`src/rtl/codec_audio_pkg.sv`:
```
// Shared types and helpers for the stereo serial-audio transceiver.
// Holds the framing-mode enum and the MSB slot-position rule for each mode.
package codec_audio_pkg;

    typedef enum logic [1:0] {
        MODE_I2S = 2'd0,
        MODE_LJ  = 2'd1,
        MODE_RJ  = 2'd2
    } audio_mode_e;

    // The unused encoding 3 falls back to I2S framing.
    function automatic audio_mode_e decode_mode(input logic [1:0] raw);
        case (raw)
            2'd1:    return MODE_LJ;
            2'd2:    return MODE_RJ;
            default: return MODE_I2S;
        endcase
    endfunction

    function automatic int unsigned msb_slot(input audio_mode_e mode,
                                             input int unsigned data_w,
                                             input int unsigned slot_w);
        case (mode)
            MODE_LJ: return 0;
            MODE_RJ: return slot_w - data_w;
            default: return 1;
        endcase
    endfunction

endpackage

```
`src/rtl/audio_bclk_lrck_gen.sv`:
```
// Bit-clock divider and slot/channel counter for the codec serial link.
// Produces BCLK, the channel bit (LRCK) and single-cycle rise/fall/frame strobes.
module audio_bclk_lrck_gen #(
    parameter int unsigned SLOT_W   = 32,
    parameter int unsigned BCLK_DIV = 2,
    parameter int unsigned CNT_W    = $clog2(SLOT_W)
) (
    input  logic             i_clk,
    input  logic             i_rst,
    input  logic             i_en,
    output logic             o_bclk,
    output logic             o_ch,
    output logic [CNT_W-1:0] o_bit_cnt,
    output logic [CNT_W-1:0] o_bit_nxt,
    output logic             o_ch_nxt,
    output logic             o_rise_stb,
    output logic             o_fall_stb,
    output logic             o_frame_stb
);

    localparam int unsigned      DIV_W    = (BCLK_DIV > 1) ? $clog2(BCLK_DIV) : 1;
    localparam logic [DIV_W-1:0] DIV_LAST = DIV_W'(BCLK_DIV - 1);
    localparam logic [CNT_W-1:0] BIT_LAST = CNT_W'(SLOT_W - 1);

    logic [DIV_W-1:0] r_div_cnt;
    logic             r_bclk;
    logic             r_ch;
    logic [CNT_W-1:0] r_bit_cnt;
    logic             w_div_wrap;
    logic             w_bit_wrap;

    assign w_div_wrap  = i_en && (r_div_cnt == DIV_LAST);
    assign w_bit_wrap  = (r_bit_cnt == BIT_LAST);
    assign o_rise_stb  = w_div_wrap && !r_bclk;
    assign o_fall_stb  = w_div_wrap && r_bclk;
    assign o_frame_stb = o_fall_stb && w_bit_wrap && r_ch;
    assign o_bit_nxt   = w_bit_wrap ? '0 : r_bit_cnt + 1'b1;
    assign o_ch_nxt    = r_ch ^ w_bit_wrap;

    assign o_bclk      = r_bclk;
    assign o_ch        = r_ch;
    assign o_bit_cnt   = r_bit_cnt;

    // Reset parks the counter on the last right-channel bit so the first
    // falling BCLK edge is also the first frame start.
    // NOTE: state registers use non-blocking assignments so every flop samples
    // pre-edge values; blocking here would create order-dependent simulation.
    always_ff @(posedge i_clk) begin
        if (i_rst) begin
            r_div_cnt <= '0;
            r_bclk    <= 1'b0;
            r_bit_cnt <= BIT_LAST;
            r_ch      <= 1'b1;
        end else if (i_en) begin
            r_div_cnt <= w_div_wrap ? '0 : r_div_cnt + 1'b1;
            if (w_div_wrap) begin
                r_bclk <= ~r_bclk;
            end
            if (o_fall_stb) begin
                r_bit_cnt <= o_bit_nxt;
                r_ch      <= o_ch_nxt;
            end
        end
    end

endmodule

```
`src/rtl/codec_i2s_stereo_transceiver.sv`:
```
// Stereo serial-audio master for the codec path: I2S / LJ / RJ framing,
// valid/ready transmit holding register with underrun replay, per-frame RX strobe.
module codec_i2s_stereo_transceiver
    import codec_audio_pkg::*;
#(
    parameter int unsigned DATA_W   = 24,
    parameter int unsigned SLOT_W   = 32,
    parameter int unsigned BCLK_DIV = 2
) (
    input  logic              clk_i,
    input  logic              rst_i,
    input  logic              en_i,
    input  logic [1:0]        mode_i,
    input  logic [DATA_W-1:0] tx_left_i,
    input  logic [DATA_W-1:0] tx_right_i,
    input  logic              tx_valid_i,
    output logic              tx_ready_o,
    output logic [DATA_W-1:0] rx_left_o,
    output logic [DATA_W-1:0] rx_right_o,
    output logic              rx_valid_o,
    output logic              underrun_o,
    output logic              codec_bclk_o,
    output logic              codec_lrck_o,
    output logic              codec_dac_dat_o,
    input  logic              codec_adc_dat_i
);

    localparam int unsigned CNT_W = $clog2(SLOT_W);

    logic              w_bclk;
    logic              w_ch;
    logic              w_ch_nxt;
    logic [CNT_W-1:0]  w_bit_cnt;
    logic [CNT_W-1:0]  w_bit_nxt;
    logic              w_rise;
    logic              w_fall;
    logic              w_frame;

    logic              w_accept;
    logic [DATA_W-1:0] w_new_l;
    logic [DATA_W-1:0] w_new_r;
    logic [DATA_W-1:0] w_dac_word;
    logic [DATA_W-1:0] w_dac_shift;
    audio_mode_e       w_mode_eff;
    int                w_dac_off;
    int                w_rx_off;
    logic              w_dac_bit;
    logic              w_rx_in_win;

    logic [DATA_W-1:0] r_hold_l;
    logic [DATA_W-1:0] r_hold_r;
    logic              r_hold_full;
    logic [DATA_W-1:0] r_cur_l;
    logic [DATA_W-1:0] r_cur_r;
    audio_mode_e       r_mode_q;
    logic              r_dac;
    logic [DATA_W-1:0] r_rx_sh_l;
    logic [DATA_W-1:0] r_rx_sh_r;
    logic [DATA_W-1:0] r_rx_l;
    logic [DATA_W-1:0] r_rx_r;
    logic              r_rx_valid;
    logic              r_underrun;
    logic              r_rx_arm;

    audio_bclk_lrck_gen #(
        .SLOT_W   (SLOT_W),
        .BCLK_DIV (BCLK_DIV),
        .CNT_W    (CNT_W)
    ) u_gen (
        .i_clk       (clk_i),
        .i_rst       (rst_i),
        .i_en        (en_i),
        .o_bclk      (w_bclk),
        .o_ch        (w_ch),
        .o_bit_cnt   (w_bit_cnt),
        .o_bit_nxt   (w_bit_nxt),
        .o_ch_nxt    (w_ch_nxt),
        .o_rise_stb  (w_rise),
        .o_fall_stb  (w_fall),
        .o_frame_stb (w_frame)
    );

    assign w_accept = tx_valid_i && !r_hold_full;

    // The DAC bit for slot index 0 is launched on the frame-start edge itself,
    // so it must see the incoming pair and mode rather than the registered ones.
    // NOTE: every always_comb output gets a default first so no latch is inferred.
    always_comb begin
        w_new_l     = r_cur_l;
        w_new_r     = r_cur_r;
        if (w_accept) begin
            w_new_l = tx_left_i;
            w_new_r = tx_right_i;
        end else if (r_hold_full) begin
            w_new_l = r_hold_l;
            w_new_r = r_hold_r;
        end

        w_mode_eff  = w_frame ? decode_mode(mode_i) : r_mode_q;
        if (w_ch_nxt) begin
            w_dac_word = w_frame ? w_new_r : r_cur_r;
        end else begin
            w_dac_word = w_frame ? w_new_l : r_cur_l;
        end
        w_dac_off   = int'(w_bit_nxt) - int'(msb_slot(w_mode_eff, DATA_W, SLOT_W));
        w_dac_shift = w_dac_word << w_dac_off;
        w_dac_bit   = 1'b0;
        if (w_dac_off >= 0 && w_dac_off < int'(DATA_W)) begin
            w_dac_bit = w_dac_shift[DATA_W-1];
        end

        w_rx_off    = int'(w_bit_cnt) - int'(msb_slot(r_mode_q, DATA_W, SLOT_W));
        w_rx_in_win = r_rx_arm && (w_rx_off >= 0) && (w_rx_off < int'(DATA_W));
    end

    // RX capture is armed only from the first frame start, so the first
    // rx_valid_o after reset always carries zeros.
    always_ff @(posedge clk_i) begin
        if (rst_i) begin
            r_hold_l    <= '0;
            r_hold_r    <= '0;
            r_hold_full <= 1'b0;
            r_cur_l     <= '0;
            r_cur_r     <= '0;
            r_mode_q    <= MODE_I2S;
            r_dac       <= 1'b0;
            r_rx_sh_l   <= '0;
            r_rx_sh_r   <= '0;
            r_rx_l      <= '0;
            r_rx_r      <= '0;
            r_rx_valid  <= 1'b0;
            r_underrun  <= 1'b0;
            r_rx_arm    <= 1'b0;
        end else begin
            r_rx_valid <= 1'b0;
            r_underrun <= 1'b0;

            if (w_frame) begin
                r_hold_full <= 1'b0;
                r_cur_l     <= w_new_l;
                r_cur_r     <= w_new_r;
                r_mode_q    <= decode_mode(mode_i);
                r_underrun  <= !w_accept && !r_hold_full;
                r_rx_l      <= r_rx_sh_l;
                r_rx_r      <= r_rx_sh_r;
                r_rx_valid  <= 1'b1;
                r_rx_arm    <= 1'b1;
            end else if (w_accept) begin
                r_hold_l    <= tx_left_i;
                r_hold_r    <= tx_right_i;
                r_hold_full <= 1'b1;
            end

            if (w_fall) begin
                r_dac <= w_dac_bit;
            end

            if (w_rise && w_rx_in_win) begin
                if (w_ch) begin
                    r_rx_sh_r <= {r_rx_sh_r[DATA_W-2:0], codec_adc_dat_i};
                end else begin
                    r_rx_sh_l <= {r_rx_sh_l[DATA_W-2:0], codec_adc_dat_i};
                end
            end
        end
    end

    assign tx_ready_o      = !r_hold_full;
    assign rx_left_o       = r_rx_l;
    assign rx_right_o      = r_rx_r;
    assign rx_valid_o      = r_rx_valid;
    assign underrun_o      = r_underrun;
    assign codec_bclk_o    = w_bclk;
    assign codec_lrck_o    = w_ch;
    assign codec_dac_dat_o = r_dac;

endmodule
```
`config.mk`:
```
export PLATFORM = sky130hd
export DESIGN_NAME = codec_i2s_stereo_transceiver
export DESIGN_NICKNAME = d
export VERILOG_FILES = /design/src/rtl/codec_audio_pkg.sv /design/src/rtl/audio_bclk_lrck_gen.sv /design/src/rtl/codec_i2s_stereo_transceiver.sv
export SDC_FILE = /design/constraint.sdc
export NUM_CORES = 1
export LEC_CHECK = 0
export ABC_CLOCK_PERIOD_IN_PS = 5100
export CELL_PAD_IN_SITES_DETAIL_PLACEMENT = 1
export CELL_PAD_IN_SITES_GLOBAL_PLACEMENT = 1
export CORE_MARGIN = 3
export CORE_UTILIZATION = 30
export DETAILED_ROUTE_END_ITERATION = 6
export PLACE_DENSITY_LB_ADDON = 0.08
export SLEW_MARGIN = 20
export SYNTH_ARGS = -nofsm -noshare
export SYNTH_HDL_FRONTEND = slang
export SYNTH_SLANG_ARGS = --single-unit
```
`constraint.sdc`:
```
create_clock -name clk_i -period 5.1 [get_ports clk_i]
set_input_delay 1.53 -clock clk_i [delete_from_list [all_inputs] [get_ports clk_i]]
set_output_delay 1.53 -clock clk_i [all_outputs]
set_load 0.03 [all_outputs]
```
# == Word level (Yosys, flattened, before mapping) ==
# Index checks and enable logic that the tools add are counted.
# word_totals
out_inout_bits,54
wordCells,74
regBits,207
# op_classes
n_reduce_logical,21
magnitude_cmp,4
eq_ne,7
n_mux,15
bitwise_logic,4
add_sub_neg,4
shifts,1
# ops
op,count
2-to-1 mux 24 bit,7
">= comparator 32 x 1 -> 1 bit, second input constant",2
"less-than comparator 32 x 6 -> 1 bit, second input constant",2
subtractor 6 x 32 -> 32 bit,2
left shift 24 x 32 -> 24 bit,1
case mux 4 bit (2 select lines),2
logical AND 1 bit,11
AND reduction 2 bit,5
"== test 2 x 1 -> 1 bit, second input constant",3
"== test 2 bit, second input constant",3
"adder 5 x 1 -> 5 bit, second input constant",1
"== test 5 bit, second input constant",1
2-to-1 mux 5 bit,1
case mux 2 bit (2 select lines),1
OR reduction 2 bit,2
zero test 1 bit,3
2-to-1 mux 1 bit,3
inverter 1 bit,3
2-to-1 mux 2 bit,1
"adder 1 bit, second input constant",1
bitwise XOR 1 bit,1

# == Depth between registers and ports, before layout ==
# depth
ltp_word,11
mapped_depth,27
ltp_nobuf,23

# == Cells and area by module ==
# A second synthesis with hierarchy kept.
# hier_totals
cells_unflattened,948
hier_area_um2,8607.0
# by_module_without_submodules
mod,cells_per_inst,instances,area_per_inst_um2,seq_area_each_um2
codec_i2s_stereo_transceiver,905,1,8209.1,3983.8
audio_bclk_lrck_gen,43,1,397.9,160.2

# == Worst setup path after synthesis ==
# Ideal clock, no wire load.
# synth_timing
path_type,input -> register
from,in en_i
to,reg r_dac (netlist: codec_dac_dat_o)
n_path_buf,2
path_slack_ns,0.157
arrival_ns,4.870
required_time_ns,5.027
stages,22
setup_time_ns,0.073
path_cell_list,nand2_1 -> nor2_1 -> buf_2 -> buf_1 -> nand3b_1 -> nand2_1 -> ha_1 -> ha_1 -> ha_1 -> o21ai_0 -> a21oi_1 -> ha_1 -> nand2b_1 -> o21ai_0 -> nand2_1 -> a21oi_1 -> ha_1 -> and3_1 -> nand3_1 -> nor4_1 -> o2111ai_1 -> o211ai_2
# synth_between
elab_chain_cells,11
word_cells_on_any_way,17
cone_classes,1 x add/sub; 2 x order compare; 2 x eq/ne; 1 x shift; 6 x mux; 5 x reduce/logical
# synth_rtl
item,line_no,rtl
from (decl),codec_i2s_stereo_transceiver.sv:12,"input logic en_i,"
logical AND 1 bit *,audio_bclk_lrck_gen.sv:32,assign w_div_wrap = i_en && (r_div_cnt == DIV_LAST);
logical AND 1 bit *,audio_bclk_lrck_gen.sv:35,assign o_fall_stb = w_div_wrap && r_bclk;
logical AND 1 bit * (2 in series),audio_bclk_lrck_gen.sv:36,assign o_frame_stb = o_fall_stb && w_bit_wrap && r_ch;
2-to-1 mux 2 bit *,--,
net w_mode_eff[1],codec_i2s_stereo_transceiver.sv:44,audio_mode_e w_mode_eff;
== test 2 bit / == test 2 x 1 -> 1 bit (equally long branches),codec_audio_pkg.sv:23,case (mode)
case mux 4 bit (2 select lines) *,codec_audio_pkg.sv:23,
subtractor 6 x 32 -> 32 bit *,codec_i2s_stereo_transceiver.sv:105,"w_dac_off = int'(w_bit_nxt) - int'(msb_slot(w_mode_eff, DATA_W, SLOT_W));"
>= comparator 32 x 1 -> 1 bit / less-than comparator 32 x 6 -> 1 bit (equally long branches),codec_i2s_stereo_transceiver.sv:108,if (w_dac_off >= 0 && w_dac_off < int'(DATA_W)) begin
logical AND 1 bit,codec_i2s_stereo_transceiver.sv:108,
2-to-1 mux 1 bit *,codec_i2s_stereo_transceiver.sv:108,
to (signal assigned),codec_i2s_stereo_transceiver.sv:155,r_dac <= w_dac_bit;
to (decl),codec_i2s_stereo_transceiver.sv:56,logic r_dac;
# Mark *: on every way through the listed nets, which the timed path passes. The rest lies on a longest branch.
# A chain may end at the register's enable or synchronous reset.

# == Worst setup path after layout ==
# layout_timing
from,in en_i
to,reg r_dac (netlist: codec_dac_dat_o)
# layout_between
elab_chain_cells,11
word_cells_on_any_way,17
cone_classes,1 x add/sub; 2 x order compare; 2 x eq/ne; 1 x shift; 6 x mux; 5 x reduce/logical
# layout_rtl
item,line_no
logical AND 1 bit *,audio_bclk_lrck_gen.sv:32
logical AND 1 bit *,audio_bclk_lrck_gen.sv:35
logical AND 1 bit (2 in series),audio_bclk_lrck_gen.sv:36
2-to-1 mux 2 bit,--
== test 2 bit / == test 2 x 1 -> 1 bit (equally long branches),codec_audio_pkg.sv:23
case mux 4 bit (2 select lines),codec_audio_pkg.sv:23
subtractor 6 x 32 -> 32 bit,codec_i2s_stereo_transceiver.sv:105
>= comparator 32 x 1 -> 1 bit / less-than comparator 32 x 6 -> 1 bit (equally long branches),codec_i2s_stereo_transceiver.sv:108
logical AND 1 bit,codec_i2s_stereo_transceiver.sv:108
2-to-1 mux 1 bit,codec_i2s_stereo_transceiver.sv:108
# Mark *: on every way between the ends. The rest lies on a longest branch, timed or not.

==> impl_metrics.json <==
{
  "status": "complete, no violations",
  "reg2reg_slack_ns": 0.91,
  "synthFlopType": "dfxtp_1",
  "finalMaxSlewViolations": 0,
  "holdWs_ns": 0.4528,
  "p_leak_uw": 0.004338,
  "netlist_instances": 1117,
  "fin_tns_setup_ns": 0,
  "ir_drop_uv": 192.9,
  "yosys_register_bits": 207,
  "antenna_found_initial": 3,
  "htree_levels": 1,
  "cts-root-buf": "clkbuf_16",
  "detail_route.iter0.violations": 331,
  "chipHeight_um": 180.7,
  "clock_latency_ns": 0.52,
  "ant_nets": 0,
  "rsz0062_at_grt": "no",
  "yosys_warnings": 0,
  "cp.required_ns": 5.55,
  "cts_tree": "done",
  "first_global_vias": 8760,
  "hpwl_um": 19580,
  "fp-row-count": 63,
  "drt_wl_total_um": 30720,
  "layout_common_cells": "217 x nand2_1, 207 x dfxtp_1, 130 x a21oi_1, 110 x nor2_1, 106 x clkdlybuf4s50_1",
  "hp-class": "reg -> reg",
  "viasPerCell": 5.218,
  "power.density_mw_per_mm2": 341.8,
  "slew_headroom_pct": 36.14,
  "diodes": 0,
  "final_nets": 1265,
  "period_needed_ns": 4.680,
  "setup_viol": 0,
  "die_area_mm2": 0.03264,
  "layout_commonest_cell": "nand2_1",
  "clk_pin_slew_ns": 0.06,
  "hold_viol_final": 0,
  "ioPinCount": 109,
  "cts_resized": 0,
  "grt_overflow_total": 0,
  "post_cts_buffers": 0,
  "die_w_um": 180.7,
  "placed_area_mm2": 0.01062,
  "endpoint_kind": "flop",
  "numClockSinks": 207,
  "synth.distinct_cells": 62,
  "drv_cap": 0,
  "syn_to_final_growth_pct": 25.68,
  "async_reset_ff_share_pct": 0,
  "dr.pass1.iters": 5,
  "max_slew.worst_pin.slew_ns": 0.9579,
  "core_area_mm2": 0.02987,
  "fin_cells": 1607,
  "cts_buffer_depth": 3,
  "drc": 0,
  "grt_max_degree": 89,
  "ys_seq_area_share_pct": 45.28,
  "dp_cells": 1562,
  "path_class": "in -> reg",
  "grt_pass1_wl_um": 48910,
  "cts_hold_buf": 0,
  "portBuffers": 108,
  "synth.net_count": 1183,
  "drive_above_1_share_pct": 8.463,
  "fin_worst_skew_ns": 0.01191,
  "gr-usage-all-layers_pct": 18.24,
  "numCtsBuffers": 25,
  "syn_area_per_cell_um2": 8.193,
  "utilization_pct": 38.50,
  "final_area_mm2": 0.01150,
  "synth_edf_count": 0,
  "final.period_utilization_pct": 91.77,
  "max_clock_freq_mhz": 213.7,
  "cp_max_fo": 5,
  "initial_utilization_pct": 30.63,
  "place_congestion": 0.8078,
  "critPathLaunchType": "input port",
  "syn_area_mm2": 0.009151,
  "vias": 8385,
  "wl_per_cell_um": 19.11,
  "cp_data_arrival_time_ns": 5.13
}
==> layer usage <==
| metal | vias to the layer above | GRT usage [%] | part of all wire [%] | wire length (µm) |
|---|---|---|---|---|
| li1 | 4104 | - | - | - |
| met1 | 4094 | 23.71 | 46 | 14180 |
| met2 | 137 | 31.33 | 47 | 14550 |
| met3 | 44 | 3.633 | 4.4 | 1348 |
| met4 | 6 | 4.053 | 2.0 | 603 |
| met5 | - | 0 | 0.12 | 36 |
==> cells by family after synthesis <==
kind of cell / after synthesis / share of synthesized area [%]
multiplexers: 52 / 6.098
AO/OA/AOI/OAI: 288 / 19.98
flip-flops: 207 / 45.28
XOR/XNOR: 7 / 0.6700
AND/OR/NAND/NOR: 433 / 20.81
buffers and inverters: 119 / 5.660
adder cells (fa/ha/maj): 11 / 1.504
==> final cells by class <==
cell class | instances | area (µm²)
clock buffers | 32 | 691.9
clock inverters | 13 | 192.7
fillers | 3534 | 18370
inverters | 23 | 86.33
multi-input cells | 791 | 4498
flip-flops and latches | 207 | 4144
well taps | 390 | 488.0
repair buffers | 151 | 1400
==> critical path, stage by stage <==
cell             delay, ns
clkdlybuf4s50_1       0.50
and2_1                0.17
nand2_2               0.09
nor3b_1               0.20
a21oi_1               0.08
ha_1                  0.31
ha_1                  0.22
ha_1                  0.20
o21ai_0               0.07
a21oi_1               0.09
ha_1                  0.19
nand2b_1              0.15
o21ai_0               0.20
nand2_1               0.08
a21oi_1               0.13
ha_1                  0.15
and3_1                0.14
nand3_1               0.13
nor4_1                0.27
a41oi_1               0.17
o211ai_2              0.08
==> stage by stage <==
step	total power [µW]	worst slack, ns
2_1_floorplan	1898	0.1572
3_3_place_gp	2043	-0.06834
3_5_place_dp	2044	-0.1810
4_1_cts	3997	0.3595
5_1_grt	4094	0.04202
6_report	3931	0.4199
==> power by group <==
| part | internal (µW) | switching [µW] |
|---|---|---|
| Sequential | 1650 | 21.6 |
| Combinational | 124 | 214 |
| Clock | 1210 | 719 |
==> cells in the mapped netlist (all sizes together) (4+ instances only) <==
library cell / n / area [µm²]
a211o: 5 / 43.79
ha: 11 / 137.6
nor2b: 5 / 31.28
and2: 14 / 87.58
nand4: 5 / 31.28
nor4: 4 / 25.02
inv: 23 / 86.33
mux2i: 49 / 490.5
a41oi: 11 / 96.34
o211ai: 9 / 72.57
a2111oi: 18 / 158.9
dfxtp: 207 / 4144
and3: 9 / 61.31
a211oi: 13 / 97.59
o221ai: 12 / 105.1
nor2: 111 / 416.7
buf: 48 / 251.5
o21ai: 25 / 125.1
or3: 5 / 31.28
a21oi: 130 / 650.6
xor2: 4 / 35.03
nor3: 23 / 115.1
a31oi: 5 / 31.28
o22ai: 35 / 225.2
nand3: 11 / 65.06
nand2: 219 / 827.0
nand2b: 5 / 31.28
nand4b: 13 / 113.9
clkbuf: 48 / 180.2
==> path summary, 6_finish.rpt <==
| check | start | to | depth (start not counted) |
|---|---|---|---|
| worst min-delay path | rx_right_o[22] | rx_right_o[22] | 2 |
| worst max-delay path | en_i | codec_dac_dat_o | 21 |
| worst max register to register | u_gen.o_bit_cnt[1] | codec_dac_dat_o | 23 |
| worst min register to register | rx_right_o[22] | rx_right_o[22] | 2 |
==> sequential cells by signal, summed over array words and instances (netlist names) <==
signal           count
rx_right_o          24
r_cur_r             24
rx_left_o           24
r_mode_q             2
u_gen.o_bit_cnt      5
u_gen.r_div_cnt      1
r_rx_sh_l           24
r_rx_arm             1
r_hold_r            24
r_rx_sh_r           24
rx_valid_o           1
r_hold_l            24
r_hold_full          1
r_cur_l             24
u_gen.o_bclk         1
u_gen.o_ch           1
underrun_o           1
codec_dac_dat_o      1
Power figures use the tool's default switching activity.
